==> config.mk <==
export PLATFORM = sky130hd
export DESIGN_NAME = despachador
export DESIGN_NICKNAME = d
export VERILOG_FILES = /design/src/rtl/despachador.sv
export SDC_FILE = /design/constraint.sdc
export NUM_CORES = 1
export LEC_CHECK = 0
export BUFFER_PORTS_ARGS = -buffer_cell sky130_fd_sc_hd__buf_2
export CORE_MARGIN = 2
export CORE_UTILIZATION = 48
export DETAILED_ROUTE_END_ITERATION = 8
export GPL_TIMING_DRIVEN = 0
export MAX_ROUTING_LAYER = met4
export PLACE_DENSITY = 0.77
export SLEW_MARGIN = 0
export SYNTH_ARGS = -nofsm -noshare
export SYNTH_HDL_FRONTEND = slang
export SYNTH_SLANG_ARGS = --single-unit
export TNS_END_PERCENT = 30
==> constraint.sdc <==
create_clock -name clk -period 2.55 [get_ports clk]
set_clock_uncertainty 0.2 [all_clocks]
set_input_delay 0.51 -clock clk [delete_from_list [all_inputs] [get_ports clk]]
set_output_delay 0.51 -clock clk [all_outputs]
set_load 0.02 [all_outputs]
==> src/rtl/despachador.sv <==
// Dispatcher: queues {destination, data} pairs and presents them one at a time to a
// downstream demultiplexer, waiting for that destination's acknowledge or timing out.
module despachador #(
  parameter int ANCHO = 9,
  parameter int N     = 2,
  parameter int PROF  = 4,
  parameter int TMAX  = 8
) (
  input  logic                 clk,
  input  logic                 reset,
  input  logic [ANCHO-2:0]     Dato_in,
  input  logic [N-1:0]         Dest_in,
  input  logic                 Escribir,
  input  logic [(2**N)-1:0]    Ack,
  output logic [ANCHO-1:0]     Salida,
  output logic [N-1:0]         SEL,
  output logic                 Lleno,
  output logic                 Vacio,
  output logic                 Error
);

  localparam int AW = $clog2(PROF);
  localparam int CW = $clog2(TMAX);
  localparam int DW = ANCHO - 1;
  localparam int EW = N + DW;

  typedef enum logic {
    INACTIVO = 1'b0,
    ENVIAR   = 1'b1
  } estado_t;

  estado_t         estado_q;
  logic [EW-1:0]   mem_q [PROF];
  logic [AW-1:0]   wptr_q, wptr_d;
  logic [AW-1:0]   rptr_q, rptr_d;
  logic [AW:0]     cnt_q, cnt_d;
  logic            lleno_q, vacio_q, error_q;
  logic [CW-1:0]   tcnt_q;
  logic [ANCHO-1:0] salida_q;
  logic [N-1:0]    sel_q;

  logic            push_s, reject_s, pop_s;
  logic            ack_sel_s, timeout_s;
  logic [EW-1:0]   head_s;

  assign push_s    = Escribir && !lleno_q && (Dest_in != '0);
  assign reject_s  = Escribir && (lleno_q || (Dest_in == '0));
  assign pop_s     = (estado_q == INACTIVO) && !vacio_q;
  assign ack_sel_s = Ack[sel_q];
  assign timeout_s = (estado_q == ENVIAR) && !ack_sel_s && (tcnt_q == CW'(TMAX - 1));
  assign head_s    = mem_q[rptr_q];

  // FIFO pointer and occupancy next-state; pointers wrap because PROF is a power of two
  always_comb begin
    wptr_d = wptr_q;
    rptr_d = rptr_q;
    cnt_d  = cnt_q;
    if (push_s) begin
      wptr_d = wptr_q + AW'(1);
    end else begin
      wptr_d = wptr_q;
    end
    if (pop_s) begin
      rptr_d = rptr_q + AW'(1);
    end else begin
      rptr_d = rptr_q;
    end
    case ({push_s, pop_s})
      2'b10:   cnt_d = cnt_q + (AW+1)'(1);
      2'b01:   cnt_d = cnt_q - (AW+1)'(1);
      default: cnt_d = cnt_q;
    endcase
  end

  // FIFO bookkeeping, registered flags and the merged fault pulse
  always_ff @(posedge clk) begin
    if (reset) begin
      wptr_q  <= '0;
      rptr_q  <= '0;
      cnt_q   <= '0;
      lleno_q <= 1'b0;
      vacio_q <= 1'b1;
      error_q <= 1'b0;
    end else begin
      wptr_q  <= wptr_d;
      rptr_q  <= rptr_d;
      cnt_q   <= cnt_d;
      lleno_q <= (cnt_d == (AW+1)'(PROF));
      vacio_q <= (cnt_d == '0);
      error_q <= reject_s | timeout_s;
    end
  end

  // FIFO storage; contents need no reset since the pointers define validity
  always_ff @(posedge clk) begin
    if (!reset && push_s) begin
      mem_q[wptr_q] <= {Dest_in, Dato_in};
    end
  end

  // Transfer FSM with registered demux word/select; an ack on the last counted cycle wins over timeout
  always_ff @(posedge clk) begin
    if (reset) begin
      estado_q <= INACTIVO;
      tcnt_q   <= '0;
      salida_q <= '0;
      sel_q    <= '0;
    end else begin
      case (estado_q)
        INACTIVO: begin
          tcnt_q <= '0;
          if (!vacio_q) begin
            salida_q <= {1'b1, head_s[DW-1:0]};
            sel_q    <= head_s[EW-1:DW];
            estado_q <= ENVIAR;
          end else begin
            salida_q <= '0;
            sel_q    <= '0;
            estado_q <= INACTIVO;
          end
        end
        ENVIAR: begin
          if (ack_sel_s || timeout_s) begin
            salida_q <= '0;
            sel_q    <= '0;
            tcnt_q   <= '0;
            estado_q <= INACTIVO;
          end else begin
            tcnt_q   <= tcnt_q + CW'(1);
            estado_q <= ENVIAR;
          end
        end
        default: begin
          salida_q <= '0;
          sel_q    <= '0;
          tcnt_q   <= '0;
          estado_q <= INACTIVO;
        end
      endcase
    end
  end

  assign Salida = salida_q;
  assign SEL    = sel_q;
  assign Lleno  = lleno_q;
  assign Vacio  = vacio_q;
  assign Error  = error_q;

endmodule

# After elaboration in Yosys (flattened, before gate mapping)
# Memory sizes are Yosys's and may differ from the RTL's. A register that Yosys moved wholly into a read port is not among the register bits.
# Cells that the tools add are included.
# word_totals
reg_bits,25
latchBits,0
mem_bits_rw,40
rom_bits,0
in_bits,17
out_inout_bits,14
elab_cells,58
mem_count,1
# classes
add_sub_neg,5
multipliers,0
div,0
magnitude_cmp,1
eq_ne,5
shift,0
muxes,18
bitwise_logic,2
n_reduce_logical,16
# mem_list
name,words,word_bits,read_ports,rd_ports_with_merged_regs,wr,line_no,text
mem_q,4,10,1,1,1,33,logic [EW-1:0] mem_q [PROF];
# op_table
operator,n
9-bit 2-to-1 mux,2
9-bit case mux with 2 select lines,1
3-bit case mux with 2 select lines,2
2-bit 2-to-1 mux,4
1-bit logical AND,7
3-bit by 1-bit adder with 3-bit output (second input constant),2
3-bit == test (second input constant),2
1-bit 2-to-1 mux,5
2-bit by 1-bit adder with 2-bit output (second input constant),2
1-bit logical NOT,4
2-bit case mux with 2 select lines,1
3-bit logical NOT,1
2-bit by 3-bit less-than comparator with 1-bit output (second input constant),1
3-bit 2-to-1 mux,1
3-bit by 1-bit subtractor with 3-bit output (second input constant),1
1-bit binary-select mux with 2-bit select,1
2-bit by 1-bit == test with 1-bit output (second input constant),1
2-bit == test (second input constant),1
2-bit logical NOT,1
1-bit logical OR,2
2-bit by 1-bit inequality test with 1-bit output (second input constant),1
1-bit case mux with 2 select lines,1
2-bit nonzero test,1
1-bit NOT,1
1-bit bitwise OR,1

# Longest topological paths before layout
# Gate-level depths: netlist of run 1.
# logic_depth
word_depth,8
depth_mapped,8

# Worst setup path after synthesis of run 1
# No wires, ideal clock.
# synth_path
kind,input to register
from,input port Dest_in[1]
to,register vacio_q (netlist: Vacio)
setup_time_ns,0.116
t_arrival_ns,2.125
required_time_ns,2.234
slack_ns,0.109
cell_stages,8
path_buffers,0
path_cell_list,o21ba_2 > nand2_1 > ha_1 > inv_1 > fa_1 > xor2_1 > or3_1 > a31o_2
# synth_via
elab_chain_cells,5
# synth_rtl
element,line_no,text
from (decl),12,"input logic [N-1:0] Dest_in,"
2-bit nonzero test (*),46,assign push_s = Escribir && !lleno_q && (Dest_in != '0);
1-bit logical AND (*),46,
2-bit by 1-bit == test with 1-bit output or 2-bit == test (tied branches),68,"case ({push_s, pop_s})"
3-bit case mux with 2 select lines (*),68,
3-bit logical NOT (*),89,vacio_q <= (cnt_d == '0);
to (signal assigned),89,
to (decl),37,"logic lleno_q, vacio_q, error_q;"
# Every way passes the cells marked *; elsewhere a longest branch is shown, timed or not.
# A chain may end at the register's enable or synchronous reset.

# Final worst setup path of run 1
# layout_path
from,input port Dest_in[1]
to,register lleno_q (netlist: Lleno)
# layout_via
elab_chain_cells,5
# layout_rtl
element,line_no,text
2-bit nonzero test (*),46,
1-bit logical AND (*),46,
2-bit by 1-bit == test with 1-bit output or 2-bit == test (tied branches),68,
3-bit case mux with 2 select lines (*),68,
3-bit == test (*),88,lleno_q <= (cnt_d == (AW+1)'(PROF));
to (signal assigned),88,
to (decl),37,
# Marks and branches as above.

==> results of run 1 <==
cells in the mapped netlist:
library cell	instances	area, sq um
sky130_fd_sc_hd__a31oi_1	1	6.26
sky130_fd_sc_hd__o21bai_1	1	7.51
sky130_fd_sc_hd__a31o_2	1	8.76
sky130_fd_sc_hd__edfxtp_1	40	1200
sky130_fd_sc_hd__xor2_1	2	17.5
sky130_fd_sc_hd__nand3_1	4	20.0
sky130_fd_sc_hd__and2_1	5	31.3
sky130_fd_sc_hd__fa_1	1	20.0
sky130_fd_sc_hd__clkbuf_2	1	5.00
sky130_fd_sc_hd__nor2b_1	3	18.8
sky130_fd_sc_hd__a21o_1	1	7.51
sky130_fd_sc_hd__or2_0	1	6.26
sky130_fd_sc_hd__o21bai_2	1	11.3
sky130_fd_sc_hd__a21oi_1	6	30.0
sky130_fd_sc_hd__a22oi_2	1	12.5
sky130_fd_sc_hd__o21ba_2	1	10.0
sky130_fd_sc_hd__mux4_2	10	225
sky130_fd_sc_hd__xnor2_1	2	17.5
sky130_fd_sc_hd__o31ai_1	3	22.5
sky130_fd_sc_hd__o31ai_2	6	75.1
sky130_fd_sc_hd__a211oi_1	2	15.0
sky130_fd_sc_hd__o21ai_0	4	20.0
sky130_fd_sc_hd__nor2_1	5	18.8
sky130_fd_sc_hd__buf_4	1	7.51
sky130_fd_sc_hd__buf_6	1	11.3
sky130_fd_sc_hd__inv_1	15	56.3
sky130_fd_sc_hd__or3_1	1	6.26
sky130_fd_sc_hd__a32oi_1	1	8.76
sky130_fd_sc_hd__mux2i_2	1	13.8
sky130_fd_sc_hd__nor3b_2	2	25.0
sky130_fd_sc_hd__ha_1	7	87.6
sky130_fd_sc_hd__buf_2	1	5.00
sky130_fd_sc_hd__mux2i_1	1	10.0
sky130_fd_sc_hd__nor3_1	3	15.0
sky130_fd_sc_hd__nor3b_1	2	15.0
sky130_fd_sc_hd__dfxtp_1	27	541
sky130_fd_sc_hd__nand2_1	12	45.0
sky130_fd_sc_hd__clkbuf_1	3	11.3
kinds of logic after synthesis:
family | after synthesis
adder cells (fa/ha/maj) | 8
AND/OR/NAND/NOR | 38
multiplexers | 12
flip-flops | 67
buffers and inverters | 22
XOR/XNOR | 4
AO/OA/AOI/OAI | 29
metal layers:
layer	vias up	track usage	part of all wire
li1	740	-	-
met1	734	0.197	0.46
met2	28	0.237	0.49
met3	9	0.0345	0.030
met4	0	0.107	0.023
met5	-	-	0
stage by stage:
| step | cell area [sq um] | utilization |
|---|---|---|
| after detailed placement | 2910 | 0.534 |
| after global routing | 3110 | 0.572 |
| after CTS | 3110 | 0.571 |
| final | 3110 | 0.572 |
| after global placement | 2910 | 0.534 |
| after floorplan | 2670 | - |
flip-flops by register name, summed over array words and instances, names as in the netlist, named ones only:
| name | cells |
|---|---|
| Error | 1 |
| Lleno | 1 |
| SEL | 2 |
| Salida | 9 |
| Vacio | 1 |
| cnt_q | 3 |
| estado_q | 1 |
| mem_q | 40 |
| rptr_q | 2 |
| tcnt_q | 3 |
| wptr_q | 2 |
worst paths after layout:
kind | start | endpoint | slack, ps
setup / recovery | Dest_in[1] | Lleno$_SDFF_PP0_ | 190
hold / removal | Dato_in[5] | mem_q[0][5]$_DFFE_PP_ | 180
setup reg to reg | Lleno$_SDFF_PP0_ | Lleno$_SDFF_PP0_ | 200
hold reg to reg | tcnt_q[0]$_SDFF_PP0_ | tcnt_q[0]$_SDFF_PP0_ | 230
cell type report:
| class | count | area, sq um | share of cell area |
|---|---|---|---|
| buffer | 7 | 40.0 | 0.0129 |
| clock buffer | 9 | 124 | 0.0398 |
| clock inverter | 7 | 76.3 | 0.0245 |
| inverter | 15 | 56.3 | 0.0181 |
| multi-input combinational | 91 | 831 | 0.267 |
| sequential | 67 | 1740 | 0.560 |
| tap | 72 | 90.1 | 0.0290 |
| timing repair buffer | 30 | 150 | 0.0483 |
power groups by stage:
| stage | combinational (mW) | sequential, mW | clock, mW |
|---|---|---|---|
| 2_1_floorplan | 0.519 | 1.42 | 0 |
| 3_3_place_gp | 0.732 | 1.37 | 0 |
| 3_5_place_dp | 0.754 | 1.37 | 0 |
| 4_1_cts | 0.759 | 1.34 | 0.891 |
| 5_1_grt | 0.838 | 1.36 | 0.939 |
| 6_report | 0.753 | 1.35 | 0.878 |
what timing repair did:
action / CTS / global route
setup endpoints to repair: 0 / 1
gates resized for setup: 0 / 1
endpoints found under the hold margin: 0 / 0
==> impl_results.html, run 1 <==
<table>
<tr><th>Metric</th><th>Value</th></tr>
<tr><th colspan="2">Routing</th></tr>
<tr><td>Count of antenna-violating nets left after detailed routing</td><td>0</td></tr>
<tr><td>Total wire length after detailed routing</td><td>4.32 mm</td></tr>
<tr><td>Final routed wire length divided by cell count</td><td>14.5 microns</td></tr>
<tr><td>Detail-routed via count per cell</td><td>5.07</td></tr>
<tr><td>First drt pass iteration count</td><td>4</td></tr>
<tr><td>DRC violation total after the first TritonRoute iteration</td><td>91</td></tr>
<tr><td>DRC Markers</td><td>0</td></tr>
<tr><td>Total number of vias</td><td>1511</td></tr>
<tr><th colspan="2">Pwr</th></tr>
<tr><td>Pwr Total</td><td>2.98 mW</td></tr>
<tr><td>Worst vdd rail ir drop</td><td>401 uV</td></tr>
<tr><td>Share of total power in combinational logic</td><td>0.253</td></tr>
<tr><td>Clock network power share</td><td>0.295</td></tr>
<tr><td>Sequential power share</td><td>0.452</td></tr>
<tr><td>LEAKAGE</td><td>1.12 nW</td></tr>
<tr><td>Internal cell power</td><td>2.07 mW</td></tr>
<tr><td>Switching power share of the total</td><td>0.305</td></tr>
<tr><td>Power density relative to cell area</td><td>958 mW/mm^2</td></tr>
<tr><td>Net load switching power</td><td>0.908 mW</td></tr>
<tr><th colspan="2">Floorplan</th></tr>
<tr><td>Initial Util</td><td>0.490</td></tr>
<tr><td>Floorplan die height</td><td>78.5 microns</td></tr>
<tr><td>Full die area</td><td>0.00617 sq mm</td></tr>
<tr><td>Placeable Area</td><td>0.00544 sq mm</td></tr>
<tr><td>Die X-Extent</td><td>78.5 microns</td></tr>
<tr><td>Ports placed on the boundary</td><td>31</td></tr>
<tr><td>Standard-cell row count</td><td>27</td></tr>
<tr><th colspan="2">Synth</th></tr>
<tr><td>Yosys warnings</td><td>0</td></tr>
<tr><td>Multiplexer share of the synthesized area</td><td>0.0934</td></tr>
<tr><td>Synth Register Bits</td><td>67</td></tr>
<tr><td>Simple-gate share of the synthesized area</td><td>0.0756</td></tr>
<tr><td>Average cell area after synthesis</td><td>14.8 sq um</td></tr>
<tr><td>Synthesized Nets</td><td>205</td></tr>
<tr><td>Main combinational cell family by area after synthesis</td><td>multiplexers</td></tr>
<tr><td>Combined area of all synthesized cells</td><td>0.00267 sq mm</td></tr>
<tr><td>Xor and xnor fraction of the mapped netlist area</td><td>0.0131</td></tr>
<tr><td>Number of standard cells after synthesis</td><td>180</td></tr>
<tr><td>Portion of the post-synthesis area used by sequential elements</td><td>0.653</td></tr>
<tr><td>Post-synthesis compound-gate area fraction</td><td>0.0882</td></tr>
<tr><td>Fraction of the mapped netlist area in adder cells</td><td>0.0404</td></tr>
<tr><td>Number of distinct library cell variants in the gate-level netlist after synthesis</td><td>38</td></tr>
<tr><th colspan="2">Worst setup path</th></tr>
<tr><td>Stage delay of the slowest cell on the critical path</td><td>400 ps</td></tr>
<tr><td>Arrival time at the worst endpoint</td><td>2400 ps</td></tr>
<tr><td>Buffering stage count on the worst path with inverters included</td><td>2</td></tr>
<tr><td>Critical path capture point type</td><td>register</td></tr>
<tr><td>Startpoint types</td><td>input port</td></tr>
<tr><td>Cell family contributing the most delay on the critical path</td><td>adder cells</td></tr>
<tr><td>Number of cells traversed by the worst register-to-register path</td><td>8</td></tr>
<tr><td>Critical path start-end classification</td><td>input port to register</td></tr>
<tr><td>Cell with the largest stage delay on the worst path</td><td>sky130_fd_sc_hd__fa_1</td></tr>
<tr><td>Worst-path cell chain</td><td>buf_2 -&gt; o21ba_2 -&gt; nand2_1 -&gt; ha_1 -&gt; inv_1 -&gt; fa_1 -&gt; xor2_1 -&gt; or3_1 -&gt; a211oi_1</td></tr>
<tr><td>Instance count on the critical path</td><td>9</td></tr>
<tr><td>Worst path required time</td><td>2600 ps</td></tr>
<tr><td>Worst-path maximum fanout</td><td>6</td></tr>
<tr><th colspan="2">Final layout</th></tr>
<tr><td>Most common cell after layout, fill and taps aside</td><td>sky130_fd_sc_hd__edfxtp_1</td></tr>
<tr><td>Antenna diode count</td><td>0</td></tr>
<tr><td>Number of nets at the end of the flow</td><td>246</td></tr>
<tr><td>Filler Cells Inserted</td><td>420</td></tr>
<tr><td>Post-layout instance count excluding filler cells</td><td>298</td></tr>
<tr><td>Commonest cells after routing, fill and taps aside</td><td>40 x sky130_fd_sc_hd__edfxtp_1, 31 x sky130_fd_sc_hd__buf_2, 27 x sky130_fd_sc_hd__dfxtp_1</td></tr>
<tr><td>Post-synthesis to final-layout area growth</td><td>16.6%</td></tr>
<tr><td>Fraction of final layout cells with drive strength greater than 1</td><td>0.327</td></tr>
<tr><th colspan="2">Clock tree</th></tr>
<tr><td>Clock Latency Late Sink</td><td>340 ps</td></tr>
<tr><td>Clock net sink count</td><td>67</td></tr>
<tr><td>Cell chosen for the clock root</td><td>sky130_fd_sc_hd__clkbuf_8</td></tr>
<tr><td>Clock tree from TritonCTS</td><td>yes</td></tr>
<tr><td>Total clock buffers created by CTS</td><td>9</td></tr>
<tr><td>CTS clock-pin slew for the worst setup and hold paths</td><td>80 ps</td></tr>
<tr><td>Maximum root-to-sink buffer count</td><td>2</td></tr>
<tr><td>CTS H-tree depth</td><td>3</td></tr>
<tr><td>Post-CTS repair timing setup buffer count</td><td>0</td></tr>
<tr><td>Post-CTS Hold Fix Bufs</td><td>0</td></tr>
<tr><th colspan="2">STA</th></tr>
<tr><td>Final count of pins violating max slew</td><td>0</td></tr>
<tr><td>Final critical-path required period</td><td>2360 ps</td></tr>
<tr><td>Setup repair after global routing missed its margin</td><td>no</td></tr>
<tr><td>Number of setup violations in the final report</td><td>0</td></tr>
<tr><td>Setup TNS after final layout</td><td>0 ps</td></tr>
<tr><td>Max_slew headroom</td><td>0.655</td></tr>
<tr><td>Final Hold Slack</td><td>178 ps</td></tr>
<tr><td>Final worst slack</td><td>192 ps</td></tr>
<tr><td>Ratio of final minimum period to clock period</td><td>0.925</td></tr>
<tr><td>Highest Clock Rate</td><td>424 MHz</td></tr>
<tr><td>Count of final hold-check violations</td><td>0</td></tr>
<tr><td>Pin slew with the least headroom to its limit</td><td>518 ps</td></tr>
<tr><th colspan="2">Outcome</th></tr>
<tr><td>Outcome</td><td>complete, no violations</td></tr>
<tr><th colspan="2">Placement</th></tr>
<tr><td>Total instance count after detailed placement</td><td>282</td></tr>
<tr><td>Post-placement worst setup slack</td><td>-142 ps</td></tr>
<tr><td>Post-detailed-placement half-perimeter wirelength</td><td>3.00 mm</td></tr>
<tr><td>Count of input and output buffers</td><td>30</td></tr>
<tr><td>Placer's final routability congestion estimate</td><td>0.788</td></tr>
<tr><th colspan="2">GRT</th></tr>
<tr><td>Wire length of the first global-routing pass</td><td>7.05 mm</td></tr>
<tr><td>Antenna violations before repair</td><td>0</td></tr>
<tr><td>Pin count of the biggest net entering global routing</td><td>14</td></tr>
<tr><td>Overall global routing resource usage</td><td>0.160</td></tr>
<tr><td>Vias in the first global route</td><td>1489</td></tr>
<tr><td>Remaining global-route overflow</td><td>0</td></tr>
<tr><th colspan="2">Worst hold path</th></tr>
<tr><td>Worst hold path stage count</td><td>1</td></tr>
<tr><td>Min-Delay Path Class</td><td>input port to register</td></tr>
<tr><th colspan="2">Job</th></tr>
<tr><td>Max-capacitance violation count</td><td>0</td></tr>
</table>
(Power assumes the default switching activity.)
==> run 2: changes to the inputs <==
Settings changed: CELL_PAD_IN_SITES_DETAIL_PLACEMENT set to 0, CELL_PAD_IN_SITES_GLOBAL_PLACEMENT set to 2, CORE_UTILIZATION 48 to 37, PLACE_DENSITY 0.77 to 0.82.
==> run 2 against run 1 <==
Critical path depth stayed put. Final area rose by 1.5%. Setup slack worse by 0.66 ps. Cell count increased by 8.1%. Flip-flop and latch count unchanged. Global-route usage is 2.4 points lower. Non-clock buffer count unchanged. Sequential power about the same.
==> impl_results.html, run 2 (synthesized netlist as in run 1, its figures left out) <==
<table>
<tr><th>Metric</th><th>Value</th></tr>
<tr><th colspan="2">Pwr</th></tr>
<tr><td>Worst vdd rail ir drop</td><td>277 uV</td></tr>
<tr><td>LEAKAGE</td><td>1.13 nW</td></tr>
<tr><td>Pwr Total</td><td>3.05 mW</td></tr>
<tr><td>Power density relative to cell area</td><td>966 mW/mm^2</td></tr>
<tr><th colspan="2">Final layout</th></tr>
<tr><td>Register bank with the most flops</td><td>mem_q</td></tr>
<tr><td>Post-synthesis to final-layout area growth</td><td>18.3%</td></tr>
<tr><td>End-of-flow core utilization</td><td>0.459</td></tr>
<tr><td>Combined area of the multi-input logic cells</td><td>831 sq um</td></tr>
<tr><td>Most common cell after layout, fill and taps aside</td><td>sky130_fd_sc_hd__edfxtp_1</td></tr>
<tr><td>Antenna diode count</td><td>0</td></tr>
<tr><td>Fraction of final layout cells with drive strength greater than 1</td><td>0.323</td></tr>
<tr><td>Filler Cells Inserted</td><td>623</td></tr>
<tr><td>FF/Latch Area</td><td>0.00174 sq mm</td></tr>
<tr><td>Commonest cells after routing, fill and taps aside</td><td>40 x sky130_fd_sc_hd__edfxtp_1, 31 x sky130_fd_sc_hd__buf_2, 27 x sky130_fd_sc_hd__dfxtp_1</td></tr>
<tr><td>Number of nets at the end of the flow</td><td>246</td></tr>
<tr><td>Flip-flop count of the largest register after layout</td><td>40</td></tr>
<tr><th colspan="2">GRT</th></tr>
<tr><td>Wire length of the first global-routing pass</td><td>7.35 mm</td></tr>
<tr><td>Pin count of the biggest net entering global routing</td><td>13</td></tr>
<tr><td>GRT busiest layer</td><td>met2</td></tr>
<tr><td>Met2 Track Usage GR</td><td>0.193</td></tr>
<tr><td>Met3 layer usage reported by global route</td><td>0.0397</td></tr>
<tr><td>Remaining global-route overflow</td><td>0</td></tr>
<tr><td>Antenna violations before repair</td><td>0</td></tr>
<tr><td>Vias in the first global route</td><td>1484</td></tr>
<tr><td>Overall global routing resource usage</td><td>0.135</td></tr>
<tr><td>Met1 Resource Use GR</td><td>0.171</td></tr>
<tr><th colspan="2">Routing</th></tr>
<tr><td>DRC violation total after the first TritonRoute iteration</td><td>80</td></tr>
<tr><td>DRC Markers</td><td>0</td></tr>
<tr><td>Detail-routed via count per cell</td><td>4.62</td></tr>
<tr><td>Final routed wire length divided by cell count</td><td>14.2 microns</td></tr>
<tr><td>Count of antenna-violating nets left after detailed routing</td><td>0</td></tr>
<tr><td>First drt pass iteration count</td><td>4</td></tr>
<tr><td>Total wire length after detailed routing</td><td>4.58 mm</td></tr>
<tr><td>Total number of vias</td><td>1489</td></tr>
<tr><th colspan="2">Clock tree</th></tr>
<tr><td>Post-CTS repair timing setup buffer count</td><td>0</td></tr>
<tr><td>Maximum root-to-sink buffer count</td><td>2</td></tr>
<tr><td>CTS clock-pin slew for the worst setup and hold paths</td><td>70 ps</td></tr>
<tr><td>Clock net sink count</td><td>67</td></tr>
<tr><td>Clock Latency Late Sink</td><td>330 ps</td></tr>
<tr><td>CTS H-tree depth</td><td>3</td></tr>
<tr><td>Cell chosen for the clock root</td><td>sky130_fd_sc_hd__clkbuf_8</td></tr>
<tr><td>Total clock buffers created by CTS</td><td>9</td></tr>
<tr><td>Clock tree from TritonCTS</td><td>yes</td></tr>
<tr><th colspan="2">STA</th></tr>
<tr><td>Pin slew with the least headroom to its limit</td><td>503 ps</td></tr>
<tr><td>Ratio of final minimum period to clock period</td><td>0.925</td></tr>
<tr><td>Final critical-path required period</td><td>2360 ps</td></tr>
<tr><td>Setup repair after global routing missed its margin</td><td>no</td></tr>
<tr><td>Max_slew headroom</td><td>0.665</td></tr>
<tr><td>Setup TNS after final layout</td><td>0 ps</td></tr>
<tr><td>Number of setup violations in the final report</td><td>0</td></tr>
<tr><td>Highest Clock Rate</td><td>424 MHz</td></tr>
<tr><td>Final Hold Slack</td><td>186 ps</td></tr>
<tr><td>Final count of pins violating max slew</td><td>0</td></tr>
<tr><td>Count of final hold-check violations</td><td>0</td></tr>
<tr><th colspan="2">Placement</th></tr>
<tr><td>Placer's final routability congestion estimate</td><td>0.715</td></tr>
<tr><td>Count of input and output buffers</td><td>30</td></tr>
<tr><td>Post-detailed-placement half-perimeter wirelength</td><td>3.19 mm</td></tr>
<tr><th colspan="2">Worst setup path</th></tr>
<tr><td>Instance count on the critical path</td><td>9</td></tr>
<tr><td>Worst-path maximum fanout</td><td>6</td></tr>
<tr><td>Critical path start-end classification</td><td>input port to register</td></tr>
<tr><td>Arrival time at the worst endpoint</td><td>2390 ps</td></tr>
<tr><td>Cell with the largest stage delay on the worst path</td><td>sky130_fd_sc_hd__fa_1</td></tr>
<tr><td>Number of cells traversed by the worst register-to-register path</td><td>7</td></tr>
<tr><td>Cell family contributing the most delay on the critical path</td><td>adder cells</td></tr>
<tr><td>Critical path capture point type</td><td>register</td></tr>
<tr><td>Worst path required time</td><td>2590 ps</td></tr>
<tr><td>Startpoint types</td><td>input port</td></tr>
<tr><td>Stage delay of the slowest cell on the critical path</td><td>400 ps</td></tr>
<tr><td>Worst-path cell chain</td><td>buf_2 -&gt; o21ba_2 -&gt; nand2_1 -&gt; ha_1 -&gt; inv_1 -&gt; fa_1 -&gt; xor2_1 -&gt; or3_1 -&gt; a211oi_1</td></tr>
<tr><td>Buffering stage count on the worst path with inverters included</td><td>2</td></tr>
<tr><th colspan="2">Floorplan</th></tr>
<tr><td>Die X-Extent</td><td>88.9 microns</td></tr>
<tr><td>Floorplan die height</td><td>88.9 microns</td></tr>
<tr><td>Full die area</td><td>0.00790 sq mm</td></tr>
<tr><td>Initial Util</td><td>0.388</td></tr>
<tr><td>Placeable Area</td><td>0.00687 sq mm</td></tr>
<tr><td>Standard-cell row count</td><td>30</td></tr>
<tr><td>Ports placed on the boundary</td><td>31</td></tr>
<tr><th colspan="2">Worst hold path</th></tr>
<tr><td>Worst hold path stage count</td><td>1</td></tr>
<tr><td>Min-Delay Path Class</td><td>input port to register</td></tr>
<tr><th colspan="2">Job</th></tr>
<tr><td>Max-capacitance violation count</td><td>0</td></tr>
<tr><th colspan="2">Outcome</th></tr>
<tr><td>Outcome</td><td>complete, no violations</td></tr>
</table>
-- run 2: cell types whose count changed in the layout (fill, tap and decap cells not counted), sizes merged --
cell	change
clkbuf	+1
clkinv	-2
bufinv	+1
-- run 2: report_power, final --
part | total (mW) | internal (mW) | switching [mW]
Clock | 0.959 | 0.552 | 0.406
Combinational | 0.743 | 0.340 | 0.402
Sequential | 1.35 | 1.27 | 0.0738
-- run 2: timing repair --
| item | 4_1_cts | 5_1_grt |
|---|---|---|
| hold buffers | 0 | 0 |
| setup endpoints to repair | 0 | 1 |
| gates resized for setup | 0 | 1 |
-- run 2: per-stage QoR --
stage | instance area [sq um] | cells | worst slack [ps]
6_report | 3160 | 322 | 192
5_1_grt | 3160 | 322 | 55.9
4_1_cts | 3150 | 322 | 109
3_5_place_dp | 2940 | 306 | -161
3_3_place_gp | 2940 | 306 | -152
2_1_floorplan | 2670 | 180 | 109
-- run 2: routing by layer --
layer,part of all wire,routed length [microns]
met4,0.018,82
met1,0.47,2170
met5,0,0
met2,0.47,2160
met3,0.036,165
-- run 2: cell type report --
type,count,area share
plain buffers,7,0.0127
clock buffers,10,0.0404
clock inverters,6,0.0282
inverters,15,0.0178
multi-input cells,91,0.263
flip-flops and latches,67,0.552
well taps,96,0.0381
repair buffers,30,0.0476
-- run 2: final timing paths --
path	end	slack (ps)	start
max	Lleno$_SDFF_PP0_	190	Dest_in[1]
min	mem_q[1][6]$_DFFE_PP_	190	Dato_in[6]
max reg2reg	Lleno$_SDFF_PP0_	210	Vacio$_SDFF_PP1_
min reg2reg	tcnt_q[0]$_SDFF_PP0_	230	tcnt_q[0]$_SDFF_PP0_
